$ cat config.mk
export PLATFORM = sky130hd
export DESIGN_NAME = sound_mixer_seq_flat
export DESIGN_NICKNAME = d
export VERILOG_FILES = /design/src/rtl/sound_mixer_seq_pkg.sv /design/src/rtl/sound_mixer_seq_if.sv /design/src/rtl/sound_mixer_seq_fifo.sv /design/src/rtl/sound_mixer_seq.sv /design/src/flat_wrapper.sv
export SDC_FILE = /design/constraint.sdc
export NUM_CORES = 1
export LEC_CHECK = 0
export CAP_MARGIN = 20
export CORE_UTILIZATION = 25
export DETAILED_ROUTE_END_ITERATION = 16
export PLACE_DENSITY_LB_ADDON = 0.05
export SYNTH_ARGS = -nofsm -noshare
export SYNTH_HDL_FRONTEND = slang
export SYNTH_SLANG_ARGS = --single-unit
$ cat constraint.sdc
create_clock -name clk -period 3.6 [get_ports clk]
set_clock_uncertainty 0.1 [all_clocks]
set_input_delay 0.54 -clock clk [delete_from_list [all_inputs] [get_ports clk]]
set_output_delay 0.54 -clock clk [all_outputs]
set_load 0.1 [all_outputs]
$ cat src/rtl/sound_mixer_seq_pkg.sv
// Shared definitions for the sound blocks: mixer FSM encoding and a
// constant-evaluable clog2 used to size counters and pointers.
package sound_mixer_seq_pkg;

    typedef enum logic [1:0] {
        ST_IDLE,
        ST_ACCUM,
        ST_SCALE,
        ST_PUSH
    } mix_state_t;

    function automatic int clog2(input int n);
        int r;
        r = 0;
        for (int v = 1; v < n; v = v * 2) begin
            r = r + 1;
        end
        return r;
    endfunction

endpackage

$ cat src/rtl/sound_mixer_seq_if.sv
// Output sample stream of the mixer: valid/ready with a stereo payload.
interface sound_mixer_seq_if #(
    parameter int OUT_W = 16
);
    logic             out_valid;
    logic             out_ready;
    logic [OUT_W-1:0] out_left;
    logic [OUT_W-1:0] out_right;

    modport master (
        output out_valid,
        output out_left,
        output out_right,
        input  out_ready
    );

    modport slave (
        input  out_valid,
        input  out_left,
        input  out_right,
        output out_ready
    );
endinterface

$ cat src/rtl/sound_mixer_seq_fifo.sv
// First-word-fall-through FIFO with occupancy count and flush.
// Storage is not reset; the head reads as zero while empty.
module sound_fifo
    import sound_mixer_seq_pkg::*;
#(
    parameter int WIDTH = 32,
    parameter int DEPTH = 4
) (
    input  logic                     clk,
    input  logic                     rst,
    input  logic                     i_flush,
    input  logic                     i_push,
    input  logic                     i_pop,
    input  logic [WIDTH-1:0]         i_wdata,
    output logic [WIDTH-1:0]         o_rdata,
    output logic                     o_valid,
    output logic                     o_full,
    output logic [clog2(DEPTH):0]    o_count
);
    localparam int AW = (clog2(DEPTH) < 1) ? 1 : clog2(DEPTH);
    localparam int CW = clog2(DEPTH) + 1;

    logic [WIDTH-1:0] r_mem [DEPTH];
    logic [AW-1:0]    r_wr;
    logic [AW-1:0]    r_rd;
    logic [CW-1:0]    r_cnt;
    logic             w_empty;
    logic             w_pop;
    logic             w_push;

    assign w_empty = (r_cnt == '0);
    assign o_full  = (r_cnt == CW'(DEPTH));
    assign w_pop   = i_pop && !w_empty && !i_flush;
    // A full FIFO still accepts a write when the head leaves on the same edge.
    assign w_push  = i_push && !i_flush && (!o_full || w_pop);
    assign o_valid = !w_empty;
    assign o_count = r_cnt;
    assign o_rdata = w_empty ? '0 : r_mem[r_rd];

    // Pointer and occupancy bookkeeping.
    always_ff @(posedge clk or negedge rst) begin
        if (!rst) begin
            r_wr  <= '0;
            r_rd  <= '0;
            r_cnt <= '0;
        end else if (i_flush) begin
            r_wr  <= '0;
            r_rd  <= '0;
            r_cnt <= '0;
        end else begin
            if (w_push) r_wr <= r_wr + AW'(1);
            if (w_pop)  r_rd <= r_rd + AW'(1);
            if (w_push && !w_pop)      r_cnt <= r_cnt + CW'(1);
            else if (w_pop && !w_push) r_cnt <= r_cnt - CW'(1);
        end
    end

    // Sample storage write port.
    always_ff @(posedge clk) begin
        if (w_push) r_mem[r_wr] <= i_wdata;
    end
endmodule

$ cat src/rtl/sound_mixer_seq.sv
// Sequential stereo mixer: one channel per cycle, master volume scale,
// then a push into a small output FIFO.
module sound_mixer_seq
    import sound_mixer_seq_pkg::*;
#(
    parameter int NUM_CH     = 4,
    parameter int LEVEL_W    = 4,
    parameter int VOL_W      = 3,
    parameter int OUT_W      = 16,
    parameter int FIFO_DEPTH = 4
) (
    input  logic                      clk,
    input  logic                      rst,
    input  logic                      enable,
    input  logic                      sample_tick,
    input  logic [NUM_CH*LEVEL_W-1:0] ch_level,
    input  logic [NUM_CH-1:0]         pan_left,
    input  logic [NUM_CH-1:0]         pan_right,
    input  logic [VOL_W-1:0]          vol_left,
    input  logic [VOL_W-1:0]          vol_right,
    input  logic                      clear_flags,
    sound_mixer_seq_if.master         out_if,
    output logic                      busy,
    output logic                      tick_missed,
    output logic                      sample_dropped,
    output logic [clog2(FIFO_DEPTH):0] fifo_count
);
    localparam int CLG   = clog2(NUM_CH);
    localparam int IDX_W = (CLG < 1) ? 1 : CLG;
    localparam int ACC_W = LEVEL_W + IDX_W;
    localparam int SCL_W = ACC_W + VOL_W;
    localparam int PAD   = OUT_W - 1 - SCL_W;

    mix_state_t                r_state;
    logic [IDX_W-1:0]          r_idx;
    logic [NUM_CH*LEVEL_W-1:0] r_level;
    logic [NUM_CH-1:0]         r_pan_l;
    logic [NUM_CH-1:0]         r_pan_r;
    logic [VOL_W-1:0]          r_vol_l;
    logic [VOL_W-1:0]          r_vol_r;
    logic [ACC_W-1:0]          r_acc_l;
    logic [ACC_W-1:0]          r_acc_r;
    logic [SCL_W-1:0]          r_scl_l;
    logic [SCL_W-1:0]          r_scl_r;

    logic [LEVEL_W-1:0]        w_lvl;
    logic [VOL_W:0]            w_vp1_l;
    logic [VOL_W:0]            w_vp1_r;
    logic [OUT_W-1:0]          w_out_l;
    logic [OUT_W-1:0]          w_out_r;
    logic [2*OUT_W-1:0]        w_rdata;
    logic                      w_push;
    logic                      w_full;
    logic                      w_drop;

    assign busy    = (r_state != ST_IDLE);
    assign w_vp1_l = {1'b0, r_vol_l} + (VOL_W+1)'(1);
    assign w_vp1_r = {1'b0, r_vol_r} + (VOL_W+1)'(1);
    assign w_out_l = OUT_W'(r_scl_l) << PAD;
    assign w_out_r = OUT_W'(r_scl_r) << PAD;
    assign w_push  = enable && (r_state == ST_PUSH);
    assign w_drop  = w_push && w_full && !out_if.out_ready;

    // Select the snapshot level of the channel being accumulated.
    always_comb begin
        w_lvl = '0;
        for (int i = 0; i < NUM_CH; i++) begin
            if (r_idx == IDX_W'(i)) w_lvl = r_level[i*LEVEL_W +: LEVEL_W];
        end
    end

    // Frame sequencer: snapshot, accumulate, scale, push.
    always_ff @(posedge clk or negedge rst) begin
        if (!rst) begin
            r_state <= ST_IDLE;
            r_idx   <= '0;
            r_level <= '0;
            r_pan_l <= '0;
            r_pan_r <= '0;
            r_vol_l <= '0;
            r_vol_r <= '0;
            r_acc_l <= '0;
            r_acc_r <= '0;
            r_scl_l <= '0;
            r_scl_r <= '0;
        end else if (!enable) begin
            r_state <= ST_IDLE;
            r_idx   <= '0;
            r_acc_l <= '0;
            r_acc_r <= '0;
        end else begin
            unique case (r_state)
                ST_IDLE: begin
                    if (sample_tick) begin
                        r_level <= ch_level;
                        r_pan_l <= pan_left;
                        r_pan_r <= pan_right;
                        r_vol_l <= vol_left;
                        r_vol_r <= vol_right;
                        r_acc_l <= '0;
                        r_acc_r <= '0;
                        r_idx   <= '0;
                        r_state <= ST_ACCUM;
                    end
                end
                ST_ACCUM: begin
                    if (r_pan_l[r_idx]) r_acc_l <= r_acc_l + ACC_W'(w_lvl);
                    if (r_pan_r[r_idx]) r_acc_r <= r_acc_r + ACC_W'(w_lvl);
                    if (r_idx == IDX_W'(NUM_CH - 1)) begin
                        r_state <= ST_SCALE;
                    end else begin
                        r_idx <= r_idx + IDX_W'(1);
                    end
                end
                ST_SCALE: begin
                    r_scl_l <= SCL_W'(r_acc_l) * SCL_W'(w_vp1_l);
                    r_scl_r <= SCL_W'(r_acc_r) * SCL_W'(w_vp1_r);
                    r_state <= ST_PUSH;
                end
                ST_PUSH: begin
                    r_state <= ST_IDLE;
                end
                default: r_state <= ST_IDLE;
            endcase
        end
    end

    // Sticky error flags; a new event outranks a clear in the same cycle.
    always_ff @(posedge clk or negedge rst) begin
        if (!rst) begin
            tick_missed    <= 1'b0;
            sample_dropped <= 1'b0;
        end else begin
            if (sample_tick && busy) tick_missed <= 1'b1;
            else if (clear_flags)    tick_missed <= 1'b0;
            if (w_drop)              sample_dropped <= 1'b1;
            else if (clear_flags)    sample_dropped <= 1'b0;
        end
    end

    sound_fifo #(
        .WIDTH (2*OUT_W),
        .DEPTH (FIFO_DEPTH)
    ) u_fifo (
        .clk     (clk),
        .rst     (rst),
        .i_flush (!enable),
        .i_push  (w_push),
        .i_pop   (out_if.out_ready),
        .i_wdata ({w_out_l, w_out_r}),
        .o_rdata (w_rdata),
        .o_valid (out_if.out_valid),
        .o_full  (w_full),
        .o_count (fifo_count)
    );

    assign out_if.out_left  = w_rdata[2*OUT_W-1:OUT_W];
    assign out_if.out_right = w_rdata[OUT_W-1:0];
endmodule

$ cat src/flat_wrapper.sv
// flat-port wrapper written by rule: the top's interface ports become plain ports
module sound_mixer_seq_flat import sound_mixer_seq_pkg::*;
#(
    parameter int NUM_CH     = 4,
    parameter int LEVEL_W    = 4,
    parameter int VOL_W      = 3,
    parameter int OUT_W      = 16,
    parameter int FIFO_DEPTH = 4
)
  (clk, rst, enable, sample_tick, ch_level, pan_left, pan_right, vol_left, vol_right, clear_flags, busy, tick_missed, sample_dropped, fifo_count, out_if_out_valid, out_if_out_left, out_if_out_right, out_if_out_ready);
  sound_mixer_seq_if #(.OUT_W(OUT_W)) out_if_i ();
  input  logic clk;
  input  logic rst;
  input  logic enable;
  input  logic sample_tick;
  input  logic [NUM_CH*LEVEL_W-1:0] ch_level;
  input  logic [NUM_CH-1:0] pan_left;
  input  logic [NUM_CH-1:0] pan_right;
  input  logic [VOL_W-1:0] vol_left;
  input  logic [VOL_W-1:0] vol_right;
  input  logic clear_flags;
  output logic busy;
  output logic tick_missed;
  output logic sample_dropped;
  output logic [clog2(FIFO_DEPTH):0] fifo_count;
  output wire logic [$bits(out_if_i.out_valid)-1:0] out_if_out_valid;
  output wire logic [$bits(out_if_i.out_left)-1:0] out_if_out_left;
  output wire logic [$bits(out_if_i.out_right)-1:0] out_if_out_right;
  input wire logic [$bits(out_if_i.out_ready)-1:0] out_if_out_ready;
  assign out_if_out_valid = out_if_i.out_valid;
  assign out_if_out_left = out_if_i.out_left;
  assign out_if_out_right = out_if_i.out_right;
  assign out_if_i.out_ready = out_if_out_ready;
  sound_mixer_seq #(.NUM_CH(NUM_CH), .LEVEL_W(LEVEL_W), .VOL_W(VOL_W), .OUT_W(OUT_W), .FIFO_DEPTH(FIFO_DEPTH)) u_core (.clk(clk), .rst(rst), .enable(enable), .sample_tick(sample_tick), .ch_level(ch_level), .pan_left(pan_left), .pan_right(pan_right), .vol_left(vol_left), .vol_right(vol_right), .clear_flags(clear_flags), .out_if(out_if_i), .busy(busy), .tick_missed(tick_missed), .sample_dropped(sample_dropped), .fifo_count(fifo_count));
endmodule
; Word-level counts from Yosys, hierarchy flattened
; Memory sizes are Yosys's and may differ from the RTL's.
; Cells that the tools add are included.
[word_totals]
reg_bits = 73
ram_bits = 72
inputBits = 36
out_inout_bits = 39
elab_cells = 109
n_memories = 1
[mem_list]
columns = name, depth, word_bits, rd, rd_ports_with_merged_regs, wr, line
row1 = u_core.u_fifo.r_mem, 4, 18, 1, 0, 1, sound_mixer_seq_fifo.sv:23  ; logic [WIDTH-1:0] r_mem [DEPTH];
[classes]
addsub = 9
multipliers = 2
n_lt_le_gt_ge = 1
n_eq_ne = 16
mux = 36
n_reduce_logical = 28
[ops]
columns = operator, n
row1 = two-way mux 32 bit, 1
row2 = two-way mux 6 bit, 5
row3 = one-hot mux 6 bit (2 select lines), 2
row4 = two-way mux 2 bit, 10
row5 = multiplier 6 x 4 -> 9 bit, 2
row6 = two-way mux 4 bit, 4
row7 = adder 6 x 4 -> 6 bit, 2
row8 = AND reduction 3 bit, 4
row9 = logical AND 1 bit, 10
row10 = two-way mux 3 bit, 3
row11 = "!= test 3 x 2 -> 1 bit, second input constant", 3
row12 = "adder 3 x 1 -> 4 bit, second input constant", 2
row13 = "== test 2 bit, second input constant", 4
row14 = one-hot mux 2 bit (4 select lines), 1
row15 = two-way mux 1 bit, 7
row16 = "adder 2 x 1 -> 2 bit, second input constant", 3
row17 = "!= test 3 x 1 -> 1 bit, second input constant", 2
row18 = "!= test 3 bit, second input constant", 2
row19 = nonzero test 2 bit, 3
row20 = logical NOT 1 bit, 5
row21 = binary-select mux 1 bit (select 2 bit), 2
row22 = "== test 2 x 1 -> 1 bit, second input constant", 2
row23 = logical NOT 2 bit, 2
row24 = "!= test 2 x 1 -> 1 bit, second input constant", 2
row25 = 8 further kinds, 9

; Logic depth before layout (Yosys ltp)
[depth]
ltp_word = 11
depth_mapped = 12
mapped_depth_nobuf = 12

; Modules after synthesis
; From an unflattened synthesis, not the netlist that was laid out.
[unflattened]
cells_unflattened = 688
hier_area_um2 = 9917.0
[by_module_without_submodules]
columns = module, n_inst, cells_each, area_per_inst_um2, seq_area_each_um2
row1 = sound_fifo, 1, 265, 5437.7, 4018.9
row2 = sound_mixer_seq, 1, 423, 4479.3, 1651.6

; Worst setup path before layout
; No wires, ideal clock.
[synth_timing]
path_type = reg-to-output
start = register u_core.u_fifo.r_cnt[1], in the netlist u_core.u_fifo.o_count[1]
end = output out_if_out_left[10]
t_arrival_ns = 3.233
t_required_ns = 2.960
slack_ns = -0.273
stages_incl_launch_ff = 5
n_path_buf = 2
cell_sequence = dfrtp_1 clkbuf_1 or3_1 clkbuf_1 and2_1
[synth_via]
elab_chain_len = 2
[synth_lines]
columns = element, line
row1 = "start, declared", sound_mixer_seq_fifo.sv:26  ; logic [CW-1:0] r_cnt;
row2 = "start signal, assigned", sound_mixer_seq_fifo.sv:53  ; if (w_push && !w_pop) r_cnt <= r_cnt + CW'(1);
row3 = "start signal, assigned", sound_mixer_seq_fifo.sv:54  ; else if (w_pop && !w_push) r_cnt <= r_cnt - CW'(1);
row4 = logical NOT 3 bit, sound_mixer_seq_fifo.sv:31  ; assign w_empty = (r_cnt == '0);
row5 = two-way mux 32 bit, sound_mixer_seq_fifo.sv:38  ; assign o_rdata = w_empty ? '0 : r_mem[r_rd];
row6 = "end, declared", flat_wrapper.sv:27  ; output wire logic [$bits(out_if_i.out_left)-1:0] out_if_out_left;
; Every way passes these cells.

; Worst setup path in the final report
[layout_timing]
start = register u_core.r_vol_l[0]
end = register u_core.r_scl_l[7]
[layout_via]
elab_chain_len = 2
[layout_lines]
columns = element, line
row1 = "start, declared", sound_mixer_seq.sv:39  ; logic [VOL_W-1:0] r_vol_l;
row2 = "start signal, assigned", sound_mixer_seq.sv:98  ; r_vol_l <= vol_left;
row3 = adder 3 x 1 -> 4 bit, sound_mixer_seq.sv:57  ; assign w_vp1_l = {1'b0, r_vol_l} + (VOL_W+1)'(1);
row4 = multiplier 6 x 4 -> 9 bit, sound_mixer_seq.sv:116  ; r_scl_l <= SCL_W'(r_acc_l) * SCL_W'(w_vp1_l);
row5 = "end signal, assigned", sound_mixer_seq.sv:116
row6 = "end, declared", sound_mixer_seq.sv:43  ; logic [SCL_W-1:0] r_scl_l;
; Every way passes these cells.
; A chain may end at the register's enable or synchronous reset.

==> impl_metrics.json <==
{
  "outcome": "finished, violations left",
  "violations": "DRC",
  "post_synthesis_cell_type_with_the_largest_combined_area": "edfxtp_1",
  "rows": 64,
  "detailedRoute.firstIterationViolations": 227,
  "netlist_top_cells_area": "edfxtp_1, dfrtp_1, ha_1",
  "worstSkewPairLatency_ns": 0.42,
  "floorplan.initialDensity": 0.2557,
  "yosys_register_bits": 145,
  "worstReg2RegEnd": "u_core.r_scl_l[7]",
  "grt_max_degree": 74,
  "hpwlAfterDp_mm": 12.14,
  "synthDistinctLibCells": 59,
  "cpLargestDelayFamily": "adder cells",
  "routabilityCongestion": 0.7222,
  "ios": 75,
  "groute.usage.overall": 0.1150,
  "max_slew_margin": 0.3519,
  "grt_pass1_wl_mm": 27.90,
  "syn-mean-instance-area_sq_um": 12.82,
  "r2r_setup_slack_ns": 0.15,
  "setup.worst_path.end_class": "flop",
  "port-buffer-count": 60,
  "worstReg2RegStart": "u_core.r_vol_l[0]",
  "clk_root_buffer_cell": "clkbuf_16",
  "num-nets-final": 796,
  "final.min_clock_period_ns": 3.446,
  "timing.final.crit_share": 0.9572,
  "post_route_cells_drive_above_1_share": 0.1667,
  "fmaxAchievable_mhz": 290.2,
  "final_standard_cell_count_with_taps_included_and_fillers_excluded": 1104,
  "cts_max_path_buffers": 2,
  "hold_viol": 0,
  "timing.critical_path.from_type": "flop",
  "worstPathArrival_ns": 3.70,
  "design.die.area_sq_um": 32160,
  "rsz_0062_raised_after_global_routing": "yes",
  "mostFrequentLayoutCells": "dfrtp_1, edfxtp_1, and2_1",
  "htree_num_levels": 4,
  "grt_pass1_vias": 5052,
  "slew_violations": 0,
  "antenna_cells_inserted": 0,
  "timing_worst_slew_pin_value_ns": 0.9691,
  "max-cap-violations": 0,
  "critical-path-slowest-cell": "fa_1",
  "routed_wl_mm": 17.29,
  "cts.sinks": 145,
  "antenna_left": 0,
  "tritoncts": "yes",
  "drc": 6,
  "firstDrtPassIters": 10,
  "netlist_instances": 613,
  "worstSetupPathType": "flop to flop",
  "worst_ir_drop_vdd_mv": 0.3614,
  "die_width_um": 179.3,
  "die_outline_height_um": 179.3,
  "area_growth_pct": 22.74,
  "postSynth.topFlopCell": "dfrtp_1",
  "cp.buffers_inverters": 3,
  "synth-warning-count": 0,
  "grt_antenna_before_repair": 0,
  "core-area_sq_um": 30750,
  "worst_setup_hold_path_clk_slew_ns": 0.07,
  "timing.critical_path.to": "u_core.r_scl_l[7]",
  "place_inst": 1069,
  "finalSetupViolCount": 0,
  "worst_ep_required_time_ns": 3.85,
  "design_power_total_mw": 7.557,
  "cell_area_synth_sq_um": 7861,
  "avgViaCountPerCell": 4.342,
  "postLayoutCoreUtil": 0.3138,
  "power_leakage_nw": 3.990,
  "hold_path.class": "flop to flop",
  "ys_seq_area_frac": 0.5074,
  "cts_buffers": 17,
  "layout_commonest_cell": "dfrtp_1",
  "grt_overflow": 0,
  "timing.critical_path.from": "u_core.r_vol_l[0]",
  "power_density_nw_per_um2": 783.2,
  "synth_largest_type_area_fraction": 0.2750,
  "via_count": 4794,
  "critPathMaxStageDelay_ns": 0.53,
  "synthArstFlopShare": 0.5034,
  "ff2ff_path_depth": 12,
  "crit_cells": 12,
  "number_of_flops_mapped_to_enable_cells_by_yosys": 72,
  "routedWlPerCell_um": 15.66,
  "fin_hold_ws_ns": 0.3933,
  "setup_tns_ns": 0,
  "timing.critical_path.cells": "buf_4 -> and3_2 -> and2_1 -> fa_1 -> inv_1 -> fa_1 -> inv_1 -> ha_1 -> a21o_1 -> a31o_1 -> a2111oi_4 -> nand3b_1",
  "crit_fanout": 9
}
[Yosys cell counts (2+ instances only)]
library cell / n
edfxtp_1: 72
mux2i_1: 4
and3_1: 4
o21a_1: 3
a221oi_1: 3
mux4_2: 20
nor2b_1: 12
inv_1: 37
o31a_1: 2
o21ai_0: 8
nand4_1: 4
buf_4: 15
fa_1: 19
o31ai_1: 9
nand3b_1: 4
a31o_1: 3
and2_1: 48
buf_2: 7
nor2_1: 17
o22ai_4: 2
or3_1: 3
nor3_1: 3
a2111oi_0: 4
a211oi_1: 7
nand3_1: 8
a21oi_1: 15
ha_1: 46
clkbuf_1: 11
xnor2_1: 6
a221o_1: 2
nand2b_1: 9
a21o_1: 11
nand2_1: 39
mux2_1: 34
o21ai_1: 16
dfrtp_1: 73
xor2_1: 11
[registers in the layout, summed over array words and instances, names as in the netlist]
signal                 flops
u_core.u_fifo.r_mem       72
u_core.r_level            16
u_core.r_scl_l             9
u_core.r_scl_r             9
u_core.r_acc_l             6
u_core.r_acc_r             6
u_core.r_pan_l             4
u_core.r_pan_r             4
u_core.r_vol_l             3
u_core.r_vol_r             3
u_core.u_fifo.o_count      3
u_core.r_idx               2
u_core.r_state             2
u_core.u_fifo.r_rd         2
u_core.u_fifo.r_wr         2
u_core.sample_dropped      1
u_core.tick_missed         1
[final cells by class]
type | instances | area, sq um
fill | 3130 | 21100
sequential | 145 | 3989
multi-input combinational | 407 | 3661
timing repair buffer | 85 | 758.2
tap | 396 | 495.5
clock buffer | 17 | 425.4
clock inverter | 15 | 171.4
inverter | 39 | 148.9
[metrics by stage]
step / setup slack [ns] / area, sq um
6_report: 0.1539 / 9649
5_1_grt: -0.003628 / 9649
4_1_cts: 0.009693 / 9523
3_5_place_dp: -0.04206 / 8911
3_3_place_gp: 0.05881 / 8911
2_1_floorplan: 0.1770 / 7911
[logic make-up (layout without fill, tap and decap cells)]
kind of cell,after synthesis,in the layout,synth area share
XOR/XNOR,17,17,0.01894
flip-flops,145,145,0.5074
multiplexers,60,60,0.1144
AO/OA/AOI/OAI,95,95,0.08515
AND/OR/NAND/NOR,156,156,0.1066
adder cells (fa/ha/maj),65,65,0.1216
other,1,14,0.0004770
buffers and inverters,74,156,0.04536
[worst min-delay path by stage]
stage / start / endpoint / slack [ns] / cells after the start
3_3_place_gp: u_core.r_level[12] / u_core.r_level[12] / 0.37 / 1
5_1_grt: u_core.r_level[8] / u_core.r_level[8] / 0.41 / 1
3_5_place_dp: u_core.r_level[8] / u_core.r_level[8] / 0.39 / 1
4_1_cts: rst / u_core.r_pan_l[2] / 0.24 / 1
6_report: u_core.r_pan_l[3] / u_core.r_pan_l[3] / 0.39 / 1
2_1_floorplan: rst / u_core.r_acc_l[0] / 0.14 / 0
[layer usage]
metal / wire length, um / vias up / GRT usage
met4: 131 / 0 / 0.03151
met5: 0 / - / 0
met1: 8343 / 2385 / 0.1489
met2: 8335 / 67 / 0.1913
met3: 481 / 6 / 0.02672
li1: - / 2336 / -
[where the power goes]
| part | internal, mW | total, mW | switching [mW] |
|---|---|---|---|
| clock | 1.04 | 1.83 | 0.782 |
| sequential | 2.11 | 2.40 | 0.298 |
| combinational | 1.10 | 3.33 | 2.22 |
[what timing repair did]
action,4_1_cts,5_1_grt
hold endpoints to repair,0,19
resized for setup,2,20
setup buffers,0,1
hold buffers,0,1
pin swaps,0,4
setup endpoints to repair,4,4
No activity file was read; power rests on OpenSTA's default activity.
